<file path="src/rtl/axi_arb_pkg.sv">
// Shared types and AXI response codes for the cache-side AXI request arbiter.
package axi_arb_pkg;

  typedef enum logic [1:0] {
    IDLE  = 2'd0,
    ISSUE = 2'd1,
    BUSY  = 2'd2
  } arb_state_t;

  localparam logic [1:0] RESP_OKAY   = 2'b00;
  localparam logic [1:0] RESP_EXOKAY = 2'b01;
  localparam logic [1:0] RESP_SLVERR = 2'b10;
  localparam logic [1:0] RESP_DECERR = 2'b11;

endpackage

</file>
<file path="src/rtl/axi_req_arbiter_rr_pick.sv">
// Combinational round-robin selector: the search starts just after the last
// grant and wraps, so the previous winner has the lowest priority.
module rr_pick #(
  parameter int N = 2
) (
  input  logic [N-1:0]         i_req,
  input  logic [$clog2(N)-1:0] i_last,
  output logic [$clog2(N)-1:0] o_grant,
  output logic                 o_any
);

  localparam int IDW = $clog2(N);

  int   w_idx;
  logic w_found;

  always_comb begin
    o_grant = i_last;
    o_any   = |i_req;
    w_found = 1'b0;
    w_idx   = 0;
    for (int k = 1; k <= N; k++) begin
      w_idx = int'(i_last) + k;
      if (w_idx >= N) w_idx = w_idx - N;
      if (!w_found && i_req[w_idx[IDW-1:0]]) begin
        o_grant = w_idx[IDW-1:0];
        w_found = 1'b1;
      end
    end
  end

endmodule

</file>
<file path="src/rtl/axi_req_arbiter.sv">
// Shares one single-outstanding AXI master driver between NUM_REQ requesters,
// routing command, write beats, read beats and completion to the current owner.
//
// state | meaning
// IDLE  | no owner; round-robin arbitration among valid requesters
// ISSUE | owner's command presented to the driver, waiting for drv_req_ready
// BUSY  | beats routed to/from owner until drv_done or watchdog expiry
module axi_req_arbiter
  import axi_arb_pkg::*;
#(
  parameter int NUM_REQ        = 2,
  parameter int ADDR_W         = 32,
  parameter int DATA_W         = 64,
  parameter int TIMEOUT_CYCLES = 1024
) (
  input  logic                        M_AXI_ACLK,
  input  logic                        M_AXI_ARESET,

  input  logic [NUM_REQ-1:0]          req_valid,
  output logic [NUM_REQ-1:0]          req_ready,
  input  logic [NUM_REQ-1:0]          req_is_write,
  input  logic [NUM_REQ*ADDR_W-1:0]   req_addr,
  input  logic [NUM_REQ*8-1:0]        req_len,
  input  logic [NUM_REQ*DATA_W-1:0]   req_wdata,
  input  logic [NUM_REQ-1:0]          req_wvalid,
  output logic [NUM_REQ-1:0]          req_wready,

  output logic [DATA_W-1:0]           rsp_rdata,
  output logic [NUM_REQ-1:0]          rsp_rvalid,
  output logic [NUM_REQ-1:0]          rsp_done,
  output logic [NUM_REQ-1:0]          rsp_err,

  output logic                        drv_req_valid,
  input  logic                        drv_req_ready,
  output logic                        drv_is_write,
  output logic [ADDR_W-1:0]           drv_addr,
  output logic [7:0]                  drv_len,
  output logic [DATA_W-1:0]           drv_wdata,
  output logic                        drv_wvalid,
  input  logic                        drv_wready,
  input  logic [DATA_W-1:0]           drv_rdata,
  input  logic                        drv_rvalid,
  input  logic                        drv_done,
  input  logic [1:0]                  drv_resp,

  output logic [$clog2(NUM_REQ)-1:0]  grant_id,
  output logic                        busy,
  output logic                        timeout_err
);

  localparam int IDW  = $clog2(NUM_REQ);
  localparam int WD_W = (TIMEOUT_CYCLES > 0) ? $clog2(TIMEOUT_CYCLES + 1) : 1;
  localparam logic [WD_W-1:0] WD_LIMIT = WD_W'(TIMEOUT_CYCLES);

  arb_state_t       r_state,       w_state_nxt;
  logic [IDW-1:0]   r_owner,       w_owner_nxt;
  logic [IDW-1:0]   r_last,        w_last_nxt;
  logic [WD_W-1:0]  r_wd_cnt,      w_wd_cnt_nxt;
  logic             r_timeout_err, w_timeout_err_nxt;

  logic [IDW-1:0]     w_pick;
  logic               w_any;
  logic [NUM_REQ-1:0] w_owner_oh;
  logic               w_wd_expired;

  rr_pick #(
    .N (NUM_REQ)
  ) u_rr_pick (
    .i_req   (req_valid),
    .i_last  (r_last),
    .o_grant (w_pick),
    .o_any   (w_any)
  );

  always_ff @(posedge M_AXI_ACLK or posedge M_AXI_ARESET) begin
    if (M_AXI_ARESET) begin
      r_state       <= IDLE;
      r_owner       <= '0;
      r_last        <= IDW'(NUM_REQ - 1);
      r_wd_cnt      <= '0;
      r_timeout_err <= 1'b0;
    end else begin
      r_state       <= w_state_nxt;
      r_owner       <= w_owner_nxt;
      r_last        <= w_last_nxt;
      r_wd_cnt      <= w_wd_cnt_nxt;
      r_timeout_err <= w_timeout_err_nxt;
    end
  end

  assign w_owner_oh   = {{(NUM_REQ-1){1'b0}}, 1'b1} << r_owner;
  assign w_wd_expired = (TIMEOUT_CYCLES > 0) && (r_state == BUSY) && (r_wd_cnt == WD_LIMIT);

  always_comb begin
    w_state_nxt       = r_state;
    w_owner_nxt       = r_owner;
    w_last_nxt        = r_last;
    w_wd_cnt_nxt      = r_wd_cnt;
    w_timeout_err_nxt = r_timeout_err;
    req_ready         = '0;
    req_wready        = '0;
    rsp_rvalid        = '0;
    rsp_done          = '0;
    rsp_err           = '0;
    drv_req_valid     = 1'b0;
    drv_wvalid        = 1'b0;

    case (r_state)
      IDLE: begin
        if (w_any) begin
          w_owner_nxt = w_pick;
          w_state_nxt = ISSUE;
        end
      end

      ISSUE: begin
        drv_req_valid = 1'b1;
        if (drv_req_ready) begin
          req_ready    = w_owner_oh;
          w_wd_cnt_nxt = '0;
          w_state_nxt  = BUSY;
        end
      end

      BUSY: begin
        drv_wvalid = req_wvalid[r_owner];
        if (drv_wready) req_wready = w_owner_oh;
        if (drv_rvalid) rsp_rvalid = w_owner_oh;
        if (r_wd_cnt != WD_LIMIT) w_wd_cnt_nxt = r_wd_cnt + WD_W'(1);
        // A real completion in the expiry cycle takes precedence over the abort.
        if (drv_done) begin
          rsp_done    = w_owner_oh;
          rsp_err     = (drv_resp != RESP_OKAY) ? w_owner_oh : '0;
          w_last_nxt  = r_owner;
          w_state_nxt = IDLE;
        end else if (w_wd_expired) begin
          rsp_done          = w_owner_oh;
          rsp_err           = w_owner_oh;
          w_timeout_err_nxt = 1'b1;
          w_last_nxt        = r_owner;
          w_state_nxt       = IDLE;
        end
      end

      default: w_state_nxt = IDLE;
    endcase
  end

  assign drv_is_write = req_is_write[r_owner];
  assign drv_addr     = req_addr[r_owner*ADDR_W +: ADDR_W];
  assign drv_len      = req_len[r_owner*8 +: 8];
  assign drv_wdata    = req_wdata[r_owner*DATA_W +: DATA_W];
  assign rsp_rdata    = drv_rdata;

  assign grant_id    = r_owner;
  assign busy        = (r_state != IDLE);
  assign timeout_err = r_timeout_err;

endmodule
</file>
<file path="config.mk">
export PLATFORM = sky130hd
export DESIGN_NAME = axi_req_arbiter
export DESIGN_NICKNAME = d
export VERILOG_FILES = /design/src/rtl/axi_arb_pkg.sv /design/src/rtl/axi_req_arbiter_rr_pick.sv /design/src/rtl/axi_req_arbiter.sv
export SDC_FILE = /design/constraint.sdc
export NUM_CORES = 1
export LEC_CHECK = 0
export CORE_AREA = 4 4 180 182
export DETAILED_ROUTE_END_ITERATION = 7
export DIE_AREA = 0 0 184 186
export GPL_TIMING_DRIVEN = 0
export PLACE_DENSITY = 0.42
export SYNTH_ARGS = -nofsm -noshare
export SYNTH_HDL_FRONTEND = slang
export SYNTH_SLANG_ARGS = --single-unit
</file>
<file path="constraint.sdc">
create_clock -name M_AXI_ACLK -period 3.2 [get_ports M_AXI_ACLK]
set_input_delay 0.64 -clock M_AXI_ACLK [delete_from_list [all_inputs] [get_ports M_AXI_ACLK]]
set_output_delay 0.64 -clock M_AXI_ACLK [all_outputs]
set_load 0.1 [all_outputs]
</file>
==> qor.txt <==
F_max: 335 MHz
GPL Wtd Cong: 0.788
Worst R2R Path Depth: 5
Crit path from: grant_id
Critical Path End Type: primary output
Post-layout util: 23.9%
Die Wd: 184 µm
Worst hold path type: flip-flop to flip-flop
Async SR Flop Fraction: 100%
Warnings, synthesis: 0
Final setup viols: 0
Critical Path End: req_wready[0]
Iter 0 DRT Violations: 69
Vias in the first global route: 3835
DR WL/cell: 20.8 µm
First-pass GRT wire length: 28600 µm
Tot Pwr: 6.66 mW
Detailed Place HPWL: 20600 µm
Register-to-Register Setup Slack: 1.52 ns
DRC viols: 0
Port Buf Inserts: 405
Die ar.: 34200 µm²
Largest net degree at the start of global routing: 17
CTS sink cnt: 16
Area Growth Syn to Fin: 168%
Post-synth EDFFs: 0
Bufs on Longest Clock Path: 2
CTS root buf: clkbuf_16
Skew-Pair Late Insertion Delay: 0.25 ns
RSZ-0062 raised after global routing: false
Post-DRT Antenna Nets: 0
Crit path DAT: 2.34 ns
Vias per cell: 3.29
CTS tree: done
Final net count: 984
H-tree levels: 1
Slew headroom: 16.9%
#FFs+latches synth: 16
Cells after synthesis: 286
Drt first pass iters: 4
Via count: 3589
GRT overflow: 0
Num rows: 64
Vert. Die Dim: 186 µm
Reg clk slew, reported paths: 0.05 ns
Distinct cells, synth: 40
Share of cells above drive strength 1: 34.1%
Fin crit share: 93.3%
Max VDD drop: 0.315 mV
Syn Area/Cell: 9.53 µm²
Status: finished clean
Crit path max-delay cell type: dlygate4sd2_1
Initial antenna violation count: 1
Setup CP Type: flip-flop to primary output
Final Non-Filler Cells: 1092
DRT Wirelength: 22700 µm
Worst R2R Start: r_wd_cnt[0]
Final Hold Fails: 0
Crit path launch type: flip-flop
Period minus WS final: 2.98 ns
Critical Path Most Common Cell: buf_2
PD cells: 912 nW/µm²
GRT Util Overall: 11.6%
Layout Skew: 0.00519 ns
Critical Path RT: 2.56 ns
Initial Util: 8.91%
Main synth FF type: dfrtp_1
CTS buffer count: 3
Register area share after synthesis: 14.7%
Max cap viols: 0
Slew @ Worst Pin: 1.24 ns
R2R Path End: r_wd_cnt[1]
Crit-path max cell delay: 0.87 ns
DP Cell Count: 1087
CP Max Fanout: 10
Mapped cell area: 2730 µm²
Syn Nets: 574
Crit path cell chain: buf_2 > buf_2 > buf_2 > nor3b_2 > dlygate4sd2_1
Core area: 30600 µm²
Leak Pwr: 2.98 nW
Fin. max-slew vios: 0
Min-delay src: timeout_err
Boundary Pins: 470
-- layout by cell type, fill, tap and decap left out, drive strengths merged, types with 9 or more instances in the layout --
cell,n
buf,83
clkdlybuf4s15,32
clkdlybuf4s50,289
dfrtp,15
dlygate4sd2,78
mux2,106
mux2i,9
nand2,15
-- how the worst min path moves through the flow --
stage,endpoint,slack (ns),cells past startpoint
after floorplan,r_last,0.47,2
after global placement,timeout_err,0.47,1
after detailed placement,timeout_err,0.47,1
after CTS,timeout_err,0.48,1
after global routing,r_last,0.53,2
final,timeout_err,0.48,1
-- report_power, final --
group          switching [mW]  leakage, nW  internal (mW)
combinational            4.66         2.73           1.47
sequential             0.0412        0.213          0.245
clock                  0.0810       0.0382          0.169
-- what timing repair did --
item,in CTS,in global routing
hold endpoints to repair,0,0
buffers inserted,0,0
resized for setup,190,11
endpoints found under the setup margin,116,6
hold buffers,0,0
-- routing by layer --
metal	routed length, µm	GRT usage [%]
met2	11400	20.1
met1	8730	13.7
met5	0	0
met3	2560	5.35
met4	71	0.858
-- registers in the layout, summed over array words and instances, names as in the netlist --
name,cells
timeout_err,1
grant_id,1
r_wd_cnt,11
r_state,2
r_last,1
-- synthesized netlist by cell type (3+ instances only) --
library cell | n | share of area [%]
mux2_2 | 103 | 43
buf_4 | 64 | 18
dfrtp_1 | 15 | 14
nand2_1 | 15 | 2.1
buf_2 | 14 | 2.6
mux2i_1 | 9 | 3.3
inv_1 | 7 | 0.96
nor2_1 | 7 | 0.96
nor3_1 | 6 | 1.1
a21oi_1 | 3 | 0.55
nand2b_1 | 3 | 0.69
-- critical path: cells and delay by family (launching register included) --
| family | cells | cell delay (ns) |
|---|---|---|
| buffers and inverters | 4 | 1.52 |
| and+or+nand+nor | 1 | 0.17 |
| DFF | 1 | 0.38 |
-- logic make-up (layout without fill, tap and decap cells) --
| family | after synthesis | in the layout | share of synthesized area (%) |
|---|---|---|---|
| AOI/OAI and AO/OA | 14 | 14 | 4.13 |
| adders and majority gates | 2 | 2 | 0.918 |
| buffers and inverters | 87 | 496 | 21.7 |
| DFF | 16 | 16 | 14.7 |
| muxes | 115 | 115 | 47.2 |
| other | 0 | 1 | 0 |
| and+or+nand+nor | 52 | 52 | 11.3 |
-- per-stage QoR --
step	hold WS [ns]	worst slack (ns)	area, µm²	TNS (ns)
finish	0.478	0.215	7310	0
detailed placement	0.466	-0.327	7310	-6.72
floorplan	0.472	-0.358	2760	-0.586
global route	0.528	0.0145	7300	0
global placement	0.469	-0.342	7310	-7.18
CTS	0.482	0.00115	7340	0
-- area by class of cell --
type,count,area (µm²)
Fill cell,3360,23300
Clock buffer,4,78.8
Timing Repair Buffer,405,3970
Tap cell,396,495
Buffer,80,568
Multi-Input combinational cell,183,1770
Antenna cell,1,2.50
Sequential cell,16,402
Inverter,7,26.3
Power figures use the tool's default switching activity.
